==> config.mk <==
export PLATFORM = sky130hd
export DESIGN_NAME = perceptron_train_ctrl
export DESIGN_NICKNAME = d
export VERILOG_FILES = /design/src/rtl/perceptron_train_ctrl.sv
export SDC_FILE = /design/constraint.sdc
export NUM_CORES = 1
export LEC_CHECK = 0
export BUFFER_PORTS_ARGS = -buffer_cell sky130_fd_sc_hd__buf_2
export CAP_MARGIN = 0
export CORE_ASPECT_RATIO = 1.1
export CORE_MARGIN = 5
export CORE_UTILIZATION = 29
export DETAILED_ROUTE_END_ITERATION = 8
export PLACE_DENSITY = 0.51
export SLEW_MARGIN = 10
export SYNTH_ARGS = -nofsm -noshare
export SYNTH_HDL_FRONTEND = slang
export SYNTH_SLANG_ARGS = --single-unit
==> constraint.sdc <==
create_clock -name clk -period 6.2 [get_ports clk]
set_input_delay 0.31 -clock clk [delete_from_list [all_inputs] [get_ports clk]]
set_output_delay 0.31 -clock clk [all_outputs]
set_load 0.005 [all_outputs]
==> src/rtl/perceptron_train_ctrl.sv <==
// Single-layer perceptron training controller: owns the weight file, runs one MAC per
// cycle over samples/dimensions and applies w += (y - act)*x until an error-free epoch.
module perceptron_train_ctrl #(
    parameter int unsigned N_SAMPLES  = 3,
    parameter int unsigned DIM        = 2,
    parameter int unsigned DATA_W     = 8,
    parameter int unsigned MAX_EPOCHS = 16
) (
    input  logic                               clk,
    input  logic                               rst_n,
    input  logic                               start,
    output logic [$clog2(N_SAMPLES)-1:0]       smp_idx,
    output logic [$clog2(DIM)-1:0]             dim_idx,
    input  logic signed [DATA_W-1:0]           x_data,
    input  logic                               y_data,
    input  logic                               w_wr_en,
    input  logic [$clog2(DIM)-1:0]             w_wr_idx,
    input  logic signed [DATA_W-1:0]           w_wr_data,
    input  logic [$clog2(DIM)-1:0]             w_rd_idx,
    output logic signed [DATA_W-1:0]           w_rd_data,
    output logic                               busy,
    output logic                               done,
    output logic                               converged,
    output logic                               act_out,
    output logic [$clog2(MAX_EPOCHS+1)-1:0]    epoch_cnt
);

    localparam int unsigned SMP_W  = $clog2(N_SAMPLES);
    localparam int unsigned DIM_W  = $clog2(DIM);
    localparam int unsigned EP_W   = $clog2(MAX_EPOCHS + 1);
    localparam int unsigned ERR_W  = $clog2(N_SAMPLES + 1);
    localparam int unsigned PROD_W = 2 * DATA_W;
    localparam int unsigned ACC_W  = 2 * DATA_W + DIM_W + 1;

    typedef enum logic [2:0] {S_IDLE, S_MAC, S_ACT, S_UPD, S_NEXT, S_DONE} state_e;

    state_e                   state_q, state_d;
    logic signed [ACC_W-1:0]  acc_q, acc_d;
    logic [SMP_W-1:0]         smp_q, smp_d;
    logic [DIM_W-1:0]         dim_q, dim_d;
    logic [ERR_W-1:0]         errs_q, errs_d;
    logic [EP_W-1:0]          epoch_q, epoch_d;
    logic                     err_pos_q, err_pos_d;
    logic                     busy_q, busy_d;
    logic                     done_q, done_d;
    logic                     conv_q, conv_d;
    logic                     act_q, act_d;
    logic signed [DATA_W-1:0] w_q [DIM];
    logic signed [DATA_W-1:0] w_d [DIM];

    logic signed [PROD_W-1:0] prod;
    logic [DATA_W:0]          upd_sum;
    logic [DATA_W-1:0]        upd_sat;
    logic                     last_dim;
    logic                     last_smp;
    logic                     acc_pos;

    assign prod     = PROD_W'(x_data) * PROD_W'(w_q[dim_q]);
    assign upd_sum  = err_pos_q ? ({w_q[dim_q][DATA_W-1], w_q[dim_q]} + {x_data[DATA_W-1], x_data})
                                : ({w_q[dim_q][DATA_W-1], w_q[dim_q]} - {x_data[DATA_W-1], x_data});
    assign last_dim = (dim_q == DIM_W'(DIM - 1));
    assign last_smp = (smp_q == SMP_W'(N_SAMPLES - 1));
    assign acc_pos  = !acc_q[ACC_W-1] && (acc_q != '0);

    // Clamp the one-bit-wider update back into the signed weight range
    always_comb begin
        upd_sat = upd_sum[DATA_W-1:0];
        if (upd_sum[DATA_W] != upd_sum[DATA_W-1]) begin
            upd_sat = upd_sum[DATA_W] ? {1'b1, {(DATA_W-1){1'b0}}} : {1'b0, {(DATA_W-1){1'b1}}};
        end
    end

    always_comb begin
        state_d   = state_q;
        acc_d     = acc_q;
        smp_d     = smp_q;
        dim_d     = dim_q;
        errs_d    = errs_q;
        epoch_d   = epoch_q;
        err_pos_d = err_pos_q;
        conv_d    = conv_q;
        act_d     = act_q;
        w_d       = w_q;

        case (state_q)
            S_IDLE: begin
                if (w_wr_en) begin
                    w_d[w_wr_idx] = w_wr_data;
                end
                if (start) begin
                    state_d = S_MAC;
                    acc_d   = '0;
                    smp_d   = '0;
                    dim_d   = '0;
                    errs_d  = '0;
                    epoch_d = '0;
                    conv_d  = 1'b0;
                end
            end
            S_MAC: begin
                acc_d = acc_q + ACC_W'(prod);
                if (last_dim) begin
                    dim_d   = '0;
                    state_d = S_ACT;
                end else begin
                    dim_d = dim_q + DIM_W'(1);
                end
            end
            S_ACT: begin
                act_d = acc_pos;
                if (y_data != acc_pos) begin
                    errs_d    = errs_q + ERR_W'(1);
                    err_pos_d = y_data;
                    state_d   = S_UPD;
                end else begin
                    state_d = S_NEXT;
                end
            end
            S_UPD: begin
                w_d[dim_q] = upd_sat;
                if (last_dim) begin
                    dim_d   = '0;
                    state_d = S_NEXT;
                end else begin
                    dim_d = dim_q + DIM_W'(1);
                end
            end
            S_NEXT: begin
                acc_d = '0;
                dim_d = '0;
                if (!last_smp) begin
                    smp_d   = smp_q + SMP_W'(1);
                    state_d = S_MAC;
                end else begin
                    epoch_d = epoch_q + EP_W'(1);
                    if (errs_q == '0) begin
                        conv_d  = 1'b1;
                        state_d = S_DONE;
                    end else if (epoch_q == EP_W'(MAX_EPOCHS - 1)) begin
                        state_d = S_DONE;
                    end else begin
                        smp_d   = '0;
                        errs_d  = '0;
                        state_d = S_MAC;
                    end
                end
            end
            S_DONE: begin
                state_d = S_IDLE;
            end
            default: begin
                state_d = S_IDLE;
            end
        endcase

        busy_d = (state_d != S_IDLE) && (state_d != S_DONE);
        done_d = (state_d == S_DONE);
    end

    always_ff @(posedge clk or negedge rst_n) begin
        if (!rst_n) begin
            state_q   <= S_IDLE;
            acc_q     <= '0;
            smp_q     <= '0;
            dim_q     <= '0;
            errs_q    <= '0;
            epoch_q   <= '0;
            err_pos_q <= 1'b0;
            busy_q    <= 1'b0;
            done_q    <= 1'b0;
            conv_q    <= 1'b0;
            act_q     <= 1'b0;
            w_q       <= '{default: '0};
        end else begin
            state_q   <= state_d;
            acc_q     <= acc_d;
            smp_q     <= smp_d;
            dim_q     <= dim_d;
            errs_q    <= errs_d;
            epoch_q   <= epoch_d;
            err_pos_q <= err_pos_d;
            busy_q    <= busy_d;
            done_q    <= done_d;
            conv_q    <= conv_d;
            act_q     <= act_d;
            w_q       <= w_d;
        end
    end

    assign smp_idx   = smp_q;
    assign dim_idx   = dim_q;
    assign w_rd_data = w_q[w_rd_idx];
    assign busy      = busy_q;
    assign done      = done_q;
    assign converged = conv_q;
    assign act_out   = act_q;
    assign epoch_cnt = epoch_q;

endmodule

Word-level counts from Yosys, hierarchy flattened. Cells that the tools add are included.

Register bits: 52. Latch bits: 0. Bits in writable memories: 0. ROM bits: 0. Bits of input ports: 23. Output and inout bits: 20. Logic and storage cells: 115. Memories: 0.

Add/subtract/negate cells: 7. $mul: 1. Divide/modulo/power cells: 0. Magnitude comparators: 5. Equal/unequal tests: 19. Shift-type cells: 0. Mux-type cells: 44. Bitwise operators: 3. Reduce and logical (&&, ||, !) cells: 23.

Operators with widths (number): $mux 8 (10); $pmux 18 s3 (1); $bwmux 16 (2); $pmux 16 s2 (1); $mux 3 (7); $add 18x16->18 (1); $mux 18 (1); $reduce_bool 18->1 (1); $demux 8 s1 (2); $mul 8x8->16 (1); $mux 16 (1); $pmux 3 s5 (1); $ne 2x2->1 const B (7); $mux 2 (6); $reduce_bool 3->1 (4); $mux 5 (2); $pmux 5 s2 (1); $add 8x8->9 (1); $mux 9 (1); $ne 3x3->1 const B (3); $sub 8x8->9 (1); $reduce_and 2->1 (4); $reduce_and 4->1 (2); $eq 3x2->1 const B (2); 24 further kinds (39).

Longest topological paths before layout. Gate-level depths: netlist (run 1).

Word-level depth: 10. Depth in mapped cells: 22. Depth with buffers taken out: 20.

Worst setup path before layout (run 1). Ideal clock, no wire load.

Path type: register -> register. From: register dim_q (netlist: dim_idx). To: register acc_q[17]. Setup time: 118 ps. Data arrival time: 5635 ps. Required time: 6082 ps. Setup slack: 447 ps. Cell stages (with the launch flop): 21. Buffers on the path: 2. Period minus slack after synthesis: 5753 ps. Cells stage by stage: dfrtp_1 -> buf_6 -> clkbuf_1 -> mux2i_1 -> inv_1 -> and2_1 -> fa_1 -> inv_1 -> fa_1 -> inv_1 -> fa_1 -> fa_1 -> ha_1 -> ha_1 -> a21o_1 -> a21o_1 -> nor3_1 -> o31ai_1 -> xnor2_1 -> a21o_1 -> a21o_1.

Longest elaborated chain between the ends: 7.

Ends and longest elaborated chain: start: declaration (line 40) `logic [DIM_W-1:0] dim_q, dim_d;`; start signal: assignment (line 178) `dim_q <= dim_d;`; $not 1->2 (not written as such) (line 58) `assign prod = PROD_W'(x_data) * PROD_W'(w_q[dim_q]);`; $mux 8 (not written as such) (3 in a row) (line 58); $mul 8x8->16 (line 58); $add 18x16->18 (line 101) `acc_d = acc_q + ACC_W'(prod);`; $pmux 18 s3 (line 85) `case (state_q)`; end signal: assignment (line 163) `acc_q <= '0;`; end signal: assignment (line 176) `acc_q <= acc_d;`; end: declaration (line 38) `logic signed [ACC_W-1:0] acc_q, acc_d;`.

Every way passes these cells. The select of a mux whose other input is x is not followed. A chain may end at the register's enable or synchronous reset.

Final worst setup path (run 1). Ends and elaborated chain as after synthesis.

==> results of run 1 <==
[critical path: stages, from the launching register on]
cell	delay, ns
dfrtp_1	0.51
mux2i_1	0.36
inv_1	0.21
and2_1	0.22
fa_1	0.60
inv_1	0.15
fa_1	0.56
inv_1	0.05
fa_1	0.50
fa_1	0.50
ha_1	0.31
ha_1	0.36
a21o_1	0.19
a21o_1	0.17
nor3_1	0.41
o31ai_1	0.15
xnor2_1	0.16
a21o_1	0.18
a21o_1	0.16
[stage by stage]
| step | utilization | instances | hold slack (ns) |
|---|---|---|---|
| after floorplan | - | 683 | 0.0144 |
| after global placement | 0.316 | 1006 | 0.465 |
| after detailed placement | 0.316 | 1006 | 0.467 |
| after CTS | 0.323 | 1014 | 0.162 |
| after global routing | 0.323 | 1014 | 0.211 |
| final | 0.323 | 1014 | 0.129 |
[routing by layer]
layer,vias to the layer above,share of wire,global-route usage
met4,0,0.012,0.0268
met1,2367,0.43,0.158
met3,12,0.029,0.0172
met5,-,0,0
li1,2326,-,-
met2,57,0.53,0.238
[state kept, by name, summed over array words and instances, names as in the netlist]
register / flops
dim_idx: 1
done: 1
smp_idx: 2
converged: 1
errs_q: 2
w_q: 16
acc_q: 18
act_out: 1
epoch_cnt: 5
busy: 1
state_q: 3
err_pos_q: 1
[Yosys cell counts (all sizes together) (6+ instances only)]
cell      n  share of area
nor2     38          0.023
a21o      9          0.011
fa       81           0.25
nand3    17          0.013
o21ai    30          0.024
nand2    67          0.039
mux2i     7          0.013
xnor2    20          0.027
inv     110          0.065
a21oi    22          0.017
o311ai   10          0.015
and2     13          0.013
ha       54           0.11
a22o     16          0.022
buf       7         0.0092
nor4      6         0.0082
mux2     11          0.019
xor2     10          0.014
dfrtp    52           0.20
a31oi     6         0.0059
clkbuf   15         0.0088
nor3     11         0.0086
nor2b    22          0.022
[final timing paths]
kind / startpoint / to / slack, ns / depth (start not counted)
setup / recovery: dim_idx$_DFFE_PN0P_ / acc_q[17]$_DFFE_PN0P_ / 0.32 / 18
hold / removal: rst_n / epoch_cnt[0]$_DFFE_PN0P_ / 0.13 / 2
setup reg to reg: dim_idx$_DFFE_PN0P_ / acc_q[17]$_DFFE_PN0P_ / 0.32 / 18
hold reg to reg: act_out$_DFFE_PN0N_ / act_out$_DFFE_PN0N_ / 0.48 / 2
max in group asynchronous: rst_n / acc_q[17]$_DFFE_PN0P_ / 5.61 / 2
min in group clk: y_data / err_pos_q$_DFFE_PN0P_ / 0.26 / 3
[layout make-up]
cell class | instances | area (µm²)
clock buffers | 5 | 125
flip-flops and latches | 52 | 1300
inverters | 111 | 417
well taps | 295 | 369
fillers | 2321 | 14800
multi-input cells | 498 | 4550
clock inverters | 3 | 27.5
repair buffers | 50 | 270
[layout by cell type, fill, tap and decap left out, types with 3 or more instances in the layout]
master	count
nand2b_1	4
o311ai_1	8
nor4_1	5
o21ai_0	29
xnor2_1	20
a21oi_1	22
a32o_1	3
and3_1	4
a22o_1	16
buf_2	42
fa_1	81
buf_4	8
a31oi_1	6
a21o_1	9
nand3_1	17
nor2b_1	22
nor2_1	37
dfrtp_1	52
ha_1	54
clkbuf_16	5
a211oi_1	5
inv_1	109
mux2i_1	6
o211ai_1	4
nor3_1	11
mux2_2	11
xor2_1	10
and2_1	13
or3_1	4
nand2_1	67
[kinds of logic after synthesis]
family / after synthesis
and+or+nand+nor: 195
adders and majority gates: 135
muxes: 18
DFF: 52
buffers and inverters: 133
AOI/OAI and AO/OA: 120
xor gates and xnor gates: 30
==> results list, run 1 <==
- Final number of hold-violating endpoints: 0
* WP data required: 6.40 ns
- Num Clock Sinks: 52
- Type of element launching the critical path: flop
- In this run the cell area measured after placement is 6910 µm².
* Diodes inserted: 0
- Final period demand of the worst path: 5.88 ns
* Number of storage elements in the synthesis netlist: 52
- Max-cap violations in this run came to 0.
- Vias: 4762
- The most used flip-flop cell after synthesis is dfrtp_1.
* Transition time of the tightest slew-check pin: 1.10 ns
- The run finished with clean final reports.
- Pins over their slew limit: 0
* Synthesis-to-finish area growth: 10.8%
* Total Wirelength: 14900 µm
* Final setup slack of the worst path: 0.324 ns
- FMAX: 170 MHz
- In this run the deepest clock path goes through 2 buffers.
* Fraction of synthesized area in multiplexers: 0.0324
* Number of global-route vias before repair: 5124
- Cts repair resizes: 0
* Input/output buffers: 42
- The die covers 25100 µm².
* Hold_buf cts: 0
- Estimated wirelength of the detail-placed design: 12400 µm
* Number of flops mapped to enable cells by yosys: 0
- In the routed layout, each cell is associated on average with a via count of 4.70.
- Worst max-slew margin expressed relative to the limit: 0.269
- Endpoints failing setup: 0
- At the placement stage, the worst setup path has a slack of 0.324 ns.
* Aggregate global-route resource usage: 0.128
- Share of final-layout standard cells stronger than drive strength 1: 0.110
* Initial Utilization: 0.291
* Violation count after the first detailed-route iteration: 176
- Clock Skew: 0.00711 ns
- Crit Path Category: flop to flop
- Placeable Area: 21900 µm²
- Number of warnings issued by yosys: 0
* Remaining routing DRC violations: 0
- Floorplan die width: 151 µm
- Once layout is done, the placed cells without fillers occupy 7060 µm².
- Drt wl/cell: 14.7 µm
- Total gr overflow: 0
- Std cell rows: 57
- Clock network latency to the later pin of the worst-skew pair: 0.31 ns
* Height of the die: 166 µm
* Post-synthesis cell area: 6370 µm²
- Count of TritonRoute iterations in the first routing pass: 4
- Number of nets in the finished design: 876
- Synthesized area divided by synthesized cell count: 9.33 µm²
- Routability-driven placement finished with a final weighted congestion of 0.850.
- Of the available clock period, the critical path in the final layout requires 0.948.
- The initial antenna violation count was 0.
* Inserted Clock Buffers: 5
- Sum of negative setup slack: 0 ns
* Async set-or-reset flop fraction in the synthesized netlist: 1.00
* Maximum fanout count along the critical path: 7
- Wire length of the first global-routing pass: 25900 µm
* Post-synthesis xor/xnor area fraction: 0.0412
* Compound-cell area share of the yosys netlist: 0.129
- Simple-gate share of the synthesized area: 0.150
- RSZ-0062 raised after global routing: false
- The path class of the tightest hold or removal check is input pin to asynchronous set/reset pin.
- Largest net degree at the start of global routing: 53
- During I/O placement, the number of pins put on the boundary was 43.
- Post-synth cell types: 58
- Count of H-tree levels built during CTS: 2
- For this run, the register share of the synthesized area comes to 0.204.
- The tree is rooted in a clkbuf_16.
- Post-route antenna net violation count: 0
- TritonCTS built the clock tree.
- Data on the critical path arrives at its endpoint at 6.08 ns.
* Adder-Cell Fraction of Synth Area: 0.360
- Post-CTS timing repair inserted 0 buffers for setup.
* Largest family of logic cells by synthesized area: adder cells
- STA classifies the critical path endpoint as a flop.
* Synthesized net count: 841
- Clock-pin slew on the worst setup and hold paths: 0.08 ns
* Synth Instances: 683
Power of run 1 is not shown: default switching activity piles up to over one toggle a cycle in this logic, so the estimate is an artifact.
==> run 2, diff against run 1 <==
==> constraint.sdc (replaced) <==
create_clock -name clk -period 6.2 [get_ports clk]
set_input_delay 0.62 -clock clk [delete_from_list [all_inputs] [get_ports clk]]
set_output_delay 0.62 -clock clk [all_outputs]
set_load 0.005 [all_outputs]
==> run 2 against run 1 <==
Against the previous run: hold slack gained 0.31 ns; sequential share of layout area is essentially flat; via count shrank 0.44%; global-route usage shrank 0.25 points; non-clock buffer count is the same; highest routed layer unchanged.
==> results list, run 2 (synthesized netlist as in run 1, its figures left out) <==
- Maximum fanout count along the critical path: 11 (was 7)
* Inserted Clock Buffers: 5 (unchanged)
- Std cell rows: 57 (unchanged)
* Share of final-layout standard cells stronger than drive strength 1: 0.111 (was 0.110)
* Clock-pin slew on the worst setup and hold paths: 0.08 ns (about the same)
* Sum of negative setup slack: 0 ns (unchanged)
- Number of global-route vias before repair: 5006 (was 5124)
- Cell chosen for the clock root: clkbuf_16 (unchanged)
- Status: finished clean (unchanged).
- The first-pass iteration count of the detailed router is 4 (unchanged).
- Input/output buffers: 42 (unchanged)
- Pins over their slew limit: 0 (unchanged)
* Final period demand of the worst path: 5.84 ns (was 5.88 ns)
- Antenna violations before repair: 0 (unchanged)
* Transition time of the tightest slew-check pin: 1.04 ns (was 1.10 ns)
* Aggregate global-route resource usage: 0.126 (was 0.128)
- The die footprint is 25100 µm² (unchanged).
- Clock network latency to the later pin of the worst-skew pair: 0.31 ns (about the same)
* Max Cap Violations: 0 (unchanged)
* RSZ-0062 raised after global routing: false (unchanged)
- Total Wirelength: 14800 µm (was 14900 µm)
* Flip-flop count of the largest register, all copies and words added: 18 (unchanged)
- Synthesis-to-finish area growth: 10.9% (was 10.8%)
- Share of the clock period used by the worst path: 0.942 (was 0.948)
- Violation count after the first detailed-route iteration: 160 (was 176)
* FMAX: 171 MHz (was 170 MHz)
* Clock Skew: 0.0107 ns (was 0.00711 ns)
- The sink count of the clock tree was 52 (unchanged).
* Count of boundary I/O pins: 43 (unchanged)
- The origin of the critical flop-to-flop path is dim_idx$_DFFE_PN0P_ (unchanged).
* Clock tree from TritonCTS: yes (unchanged)
- The overall die height was 166 µm (unchanged).
- Register-to-Register Setup Slack: 0.36 ns (was 0.32 ns)
* Total gr overflow: 0 (unchanged)
- The number of buffers inserted by hold repair at cts was 0 (unchanged).
- The nature of the critical path startpoint was a flop (unchanged).
- Top library cells by usage in the layout, fill and taps aside: inv_1, fa_1, nand2_1, ha_1, dfrtp_1 (unchanged).
- Wire length of the first global-routing pass: 25300 µm (was 25900 µm)
- Crit end category: flop (unchanged)
* Most common library cell in the layout ignoring fill and taps: inv_1 (unchanged)
- The remaining design rule violation count came to 0 (unchanged).
- The worst slew slack as a fraction of its limit came to 0.308 (was 0.269).
- Capture instance of the worst register-to-register path: acc_q[17]$_DFFE_PN0P_ (unchanged)
- The HPWL after detailed placement is 12500 µm (was 12400 µm).
- Final number of hold-violating endpoints: 0 (unchanged)
- Endpoint arrival time on the critical path: 6.05 ns (was 6.08 ns)
- The number of vias after detailed routing was 4741 (was 4762).
- The maximum number of buffers from clock root to sink was 2 (unchanged).
- The final count of negative-setup-slack endpoints is 0 (unchanged).
- The number of H-tree levels was 2 (unchanged).
- The largest net degree at the start of global routing is 53 (unchanged).
- Initial Utilization: 0.291 (unchanged)
* Beginning of the critical path: dim_idx$_DFFE_PN0P_ (unchanged)
* Crit Path Category: flop to flop (unchanged)
* Diodes inserted: 0 (unchanged)
- The data required time of the critical path is 6.41 ns (was 6.40 ns).
* Number of nets in the finished design: 876 (unchanged)
- The critical path capture point is acc_q[17]$_DFFE_PN0P_ (unchanged).
- The routed length per instance was 14.6 µm (was 14.7 µm).
* Routed vias/inst: 4.68 (was 4.70)
- Depth of the worst register-to-register path: 17 (was 18)
* Placeable Area: 21900 µm² (unchanged)
* Kind of path behind the tightest hold check: input pin to asynchronous set/reset pin (unchanged)
- The width of the die is 151 µm (unchanged).
- Post-route antenna net violation count: 0 (unchanged)
- The global placer's final weighted congestion is 0.847 (was 0.850).
- The register name with the most flops was acc_q (unchanged).
-- run 2: changes by cell type in the layout (fill, tap and decap cells not counted) --
| cell | delta |
|---|---|
| nor3_1 | -1 |
| nor3_2 | +1 |
-- run 2: worst min-delay path by stage --
stage / startpoint / end / slack, ns / cells past startpoint
after floorplan: rst_n / acc_q[0]$_DFFE_PN0P_ / 0.32 / 0
after global placement: act_out$_DFFE_PN0N_ / act_out$_DFFE_PN0N_ / 0.46 / 2
after detailed placement: act_out$_DFFE_PN0N_ / act_out$_DFFE_PN0N_ / 0.47 / 2
after CTS: rst_n / epoch_cnt[0]$_DFFE_PN0P_ / 0.46 / 2
after global routing: rst_n / epoch_cnt[0]$_DFFE_PN0P_ / 0.51 / 2
final: rst_n / epoch_cnt[4]$_DFFE_PN0P_ / 0.43 / 2
-- run 2: stage by stage --
stage | instances | area [µm²] | utilization | hold slack, ns | setup slack (ns)
global placement | 1006 | 6910 | 0.316 | 0.461 | 0.434
detailed placement | 1006 | 6910 | 0.316 | 0.468 | 0.254
finish | 1014 | 7070 | 0.323 | 0.434 | 0.359
global route | 1014 | 7070 | 0.323 | 0.514 | 0.0251
CTS | 1014 | 7060 | 0.323 | 0.463 | 0.243
floorplan | 683 | 6370 | - | 0.324 | 0.447
-- run 2: layout make-up --
type	instances	area [µm²]
Clock buffer	5	125
Sequential cell	52	1300
Fill cell	2325	14800
Inverter	111	417
Clock inverter	3	27.5
Multi-Input combinational cell	498	4560
Timing Repair Buffer	50	270
Tap cell	295	369
-- run 2: critical path: stages, from the launching register on --
cell	delay [ns]
dfrtp_1	0.50
mux2_2	0.39
and2_1	0.51
inv_1	0.13
fa_1	0.53
inv_1	0.06
fa_1	0.52
fa_1	0.44
fa_1	0.57
fa_1	0.44
ha_1	0.32
o21ai_0	0.12
nor4_1	0.31
nor3_2	0.12
o31ai_1	0.30
xnor2_1	0.14
a21o_1	0.18
a21o_1	0.16
-- run 2: timing repair --
action / in CTS / in global routing
setup buffers: 0 / 0
resized for setup: 0 / 1
endpoints found under the setup margin: 0 / 2
-- run 2: metal layers --
layer / global-route usage / vias up / share of wire
met5: 0 / - / 0
met4: 0.0396 / 0 / 0.023
met3: 0.0136 / 18 / 0.029
met2: 0.226 / 64 / 0.52
met1: 0.157 / 2326 / 0.43
li1: - / 2333 / -
Power of run 2 is left out for the same reason.
==> run 3, diff against run 2 <==
Settings changed: GPL_ROUTABILITY_DRIVEN from default to 0.
Clock period 6.2 ns to 7 ns, I/O delays scaled along.
==> run 3 against run 2 <==
Against the previous run: critical path depth up 2; core utilization shrank 0.13 points; cell area down 0.39%; cell count fell by 0.30%; wire length up 2.1%; maximum frequency decreased by 6.7%; via count shrank 0.63%.
==> results list, run 3 (synthesized netlist as in run 1, its figures left out) <==
- Status: finished clean (unchanged).
* Endpoint arrival time on the critical path: 6.46 ns (was 6.05 ns)
- Post-route antenna net violation count: 0 (unchanged)
* Seq. cell area: 1300 µm² (unchanged)
- The vias per cell was 4.66 (was 4.68).
- Multi-input logic area: 4550 µm² (was 4560 µm²)
- Std cell rows: 57 (unchanged)
- The period utilization was 0.894 (was 0.942).
- The type of the worst setup path is flop to flop (unchanged).
* Sum of negative setup slack: 0 ns (unchanged)
- Fill cell count: 2322 (was 2325)
- The routed length on met2 came to 7880 µm (was 7710 µm).
- The total overflow reported by the global router came to 0 (unchanged).
- Vias: 4711 (was 4741)
- The area of the core came to 21900 µm² (unchanged).
- The maximum clock rate was 160 MHz (was 171 MHz).
- Endpoints failing setup: 0 (unchanged)
- The worst slew slack as a fraction of its limit was 0.284 (was 0.308).
- Final period demand of the worst path: 6.26 ns (was 5.84 ns)
* Num Clock Sinks: 52 (unchanged)
- The share of post-route cells with drive strength above 1 is 0.106 (was 0.111).
- The number of setup buffers added after CTS is 0 (unchanged).
- Diodes inserted: 0 (unchanged)
- Floorplan die width: 151 µm (unchanged)
* Total Wirelength: 15100 µm (was 14800 µm)
* Crit end category: flop (unchanged)
- Die Area: 25100 µm² (unchanged)
- The worst setup timing slack at the placement stage came to 0.726 ns (was 0.254 ns).
- Count of boundary I/O pins: 43 (unchanged)
* Kind of path behind the tightest hold check: flop to flop (was input pin to asynchronous set/reset pin)
- The final net count came to 873 (was 876).
* Highest metal layer used by the detailed router: met4 (unchanged)
- The largest stage delay on the critical path was 0.87 ns (was 0.57 ns).
- The nature of the critical path startpoint is a flop (unchanged).
* Cts repair resizes: 0 (unchanged)
- The number of pins with negative max-slew slack in the final report was 0 (unchanged).
* Final number of hold-violating endpoints: 0 (unchanged)
* Count of H-tree levels built during CTS: 2 (unchanged)
* Final setup slack of the worst path: 0.741 ns (was 0.359 ns)
* Remaining routing DRC violations: 0 (unchanged)
- Count of TritonRoute iterations in the first routing pass: 4 (unchanged)
- Clock network latency to the later pin of the worst-skew pair: 0.31 ns (about the same)
- The largest net degree at the start of global routing came to 53 (unchanged).
* Cell-by-cell trace of the critical path: mux2i_1 -> inv_1 -> nand2_1 -> inv_1 -> fa_1 -> inv_1 -> fa_1 -> inv_1 -> fa_1 -> fa_1 -> ha_1 -> ha_1 -> a21o_1 -> a21o_1 -> nor3_1 -> o31ai_1 -> xnor2_1 -> a21o_1 -> a21o_1 (was mux2_2 -> and2_1 -> inv_1 -> fa_1 -> inv_1 -> fa_1 -> fa_1 -> fa_1 -> fa_1 -> ha_1 -> o21ai_0 -> nor4_1 -> nor3_2 -> o31ai_1 -> xnor2_1 -> a21o_1 -> a21o_1)
* Max Cap Violations: 0 (unchanged)
- Wire length of the first global-routing pass: 25900 µm (was 25300 µm)
* Initial Utilization: 0.291 (unchanged)
- The buffer cell driving the clock tree root is clkbuf_16 (unchanged).
* Height of the die: 166 µm (unchanged)
* Worst path slowest cell: dfrtp_1 (was fa_1)
- The pin slew with the least headroom to its limit is 1.07 ns (was 1.04 ns).
- The register name with the most flops was acc_q (unchanged).
* Met1 Routed Length: 6560 µm (was 6350 µm)
* Input/output buffers: 42 (unchanged)
- The setup skew after layout came to 0.0113 ns (was 0.0107 ns).
* Number of global-route vias before repair: 5068 (was 5006)
* Final hold slack: 0.484 ns (was 0.434 ns)
- Clock-pin slew on the worst setup and hold paths: 0.08 ns (about the same)
* Maximum fanout count along the critical path: 17 (was 11)
- Antenna violations before repair: 0 (unchanged)
- The global routing usage summed across all routing layers is 0.129 (was 0.126).
- Clock Path Buffers: 2 (unchanged)
* Met3 wirelength from detailed routing: 359 µm (was 432 µm)
* WP data required: 7.20 ns (was 6.41 ns)
- The number of buffers inserted by hold repair at cts is 0 (unchanged).
- The number of clock buffers inserted by TritonCTS came to 5 (unchanged).
- Top library cells by usage in the layout, fill and taps aside: inv_1, fa_1, nand2_1, ha_1, dfrtp_1 (unchanged)
* Flip-flop count of the largest register, all copies and words added: 18 (unchanged)
* Estimated wirelength of the detail-placed design: 12700 µm (was 12500 µm)
- RSZ-0062 raised after global routing: false (unchanged)
- Violation count after the first detailed-route iteration: 191 (was 160)
- The area added between synthesis and finish was 10.4% (was 10.9%).
- The commonest non-fill, non-tap cell in the layout is inv_1 (unchanged).
- The TritonCTS clock tree is yes (unchanged).
- Drt wl/cell: 15.0 µm (was 14.6 µm)
[run 3: cell count changes in the layout (fill, tap and decap cells not counted)]
cell / change
buf_4: -3
nor3_1: +1
nor3_2: -1
[run 3: layer usage]
layer  global-route usage  vias up
li1                     -     2328
met1                0.158     2305
met2                0.234       59
met3               0.0164       19
met4               0.0392        0
met5                    0        -
[run 3: final timing paths]
| path | startpoint | to | slack [ns] | cells past startpoint |
|---|---|---|---|---|
| hold reg to reg | act_out$_DFFE_PN0N_ | act_out$_DFFE_PN0N_ | 0.48 | 2 |
| setup / recovery | dim_idx$_DFFE_PN0P_ | acc_q[17]$_DFFE_PN0P_ | 0.74 | 19 |
| setup reg to reg | dim_idx$_DFFE_PN0P_ | acc_q[17]$_DFFE_PN0P_ | 0.74 | 19 |
| max in group asynchronous | rst_n | acc_q[13]$_DFFE_PN0P_ | 6.02 | 2 |
| min in group asynchronous | rst_n | epoch_cnt[0]$_DFFE_PN0P_ | 0.50 | 2 |
| hold / removal | act_out$_DFFE_PN0N_ | act_out$_DFFE_PN0N_ | 0.48 | 2 |
[run 3: cell type report]
class | count | share of cell area
flip-flops and latches | 52 | 0.185
well taps | 295 | 0.0524
multi-input cells | 498 | 0.647
clock inverters | 3 | 0.00391
clock buffers | 5 | 0.0178
inverters | 111 | 0.0592
repair buffers | 47 | 0.0352
[run 3: stage by stage]
step | instance area [µm²] | util | cells
6_report | 7040 | 0.322 | 1011
5_1_grt | 7040 | 0.322 | 1011
4_1_cts | 7040 | 0.322 | 1011
3_5_place_dp | 6890 | 0.315 | 1003
3_3_place_gp | 6890 | 0.315 | 1003
2_1_floorplan | 6370 | - | 683
[run 3: worst max-delay path, delay by kind of cell, from the launching register on]
family                     cells  cell delay, ns
adders and majority gates      6            2.82
DFF                            1            0.87
AOI/OAI and AO/OA              5            0.86
and+or+nand+nor                2            0.54
buffers and inverters          4            0.50
muxes                          1            0.39
xor gates and xnor gates       1            0.16
Power of run 3 is left out for the same reason.
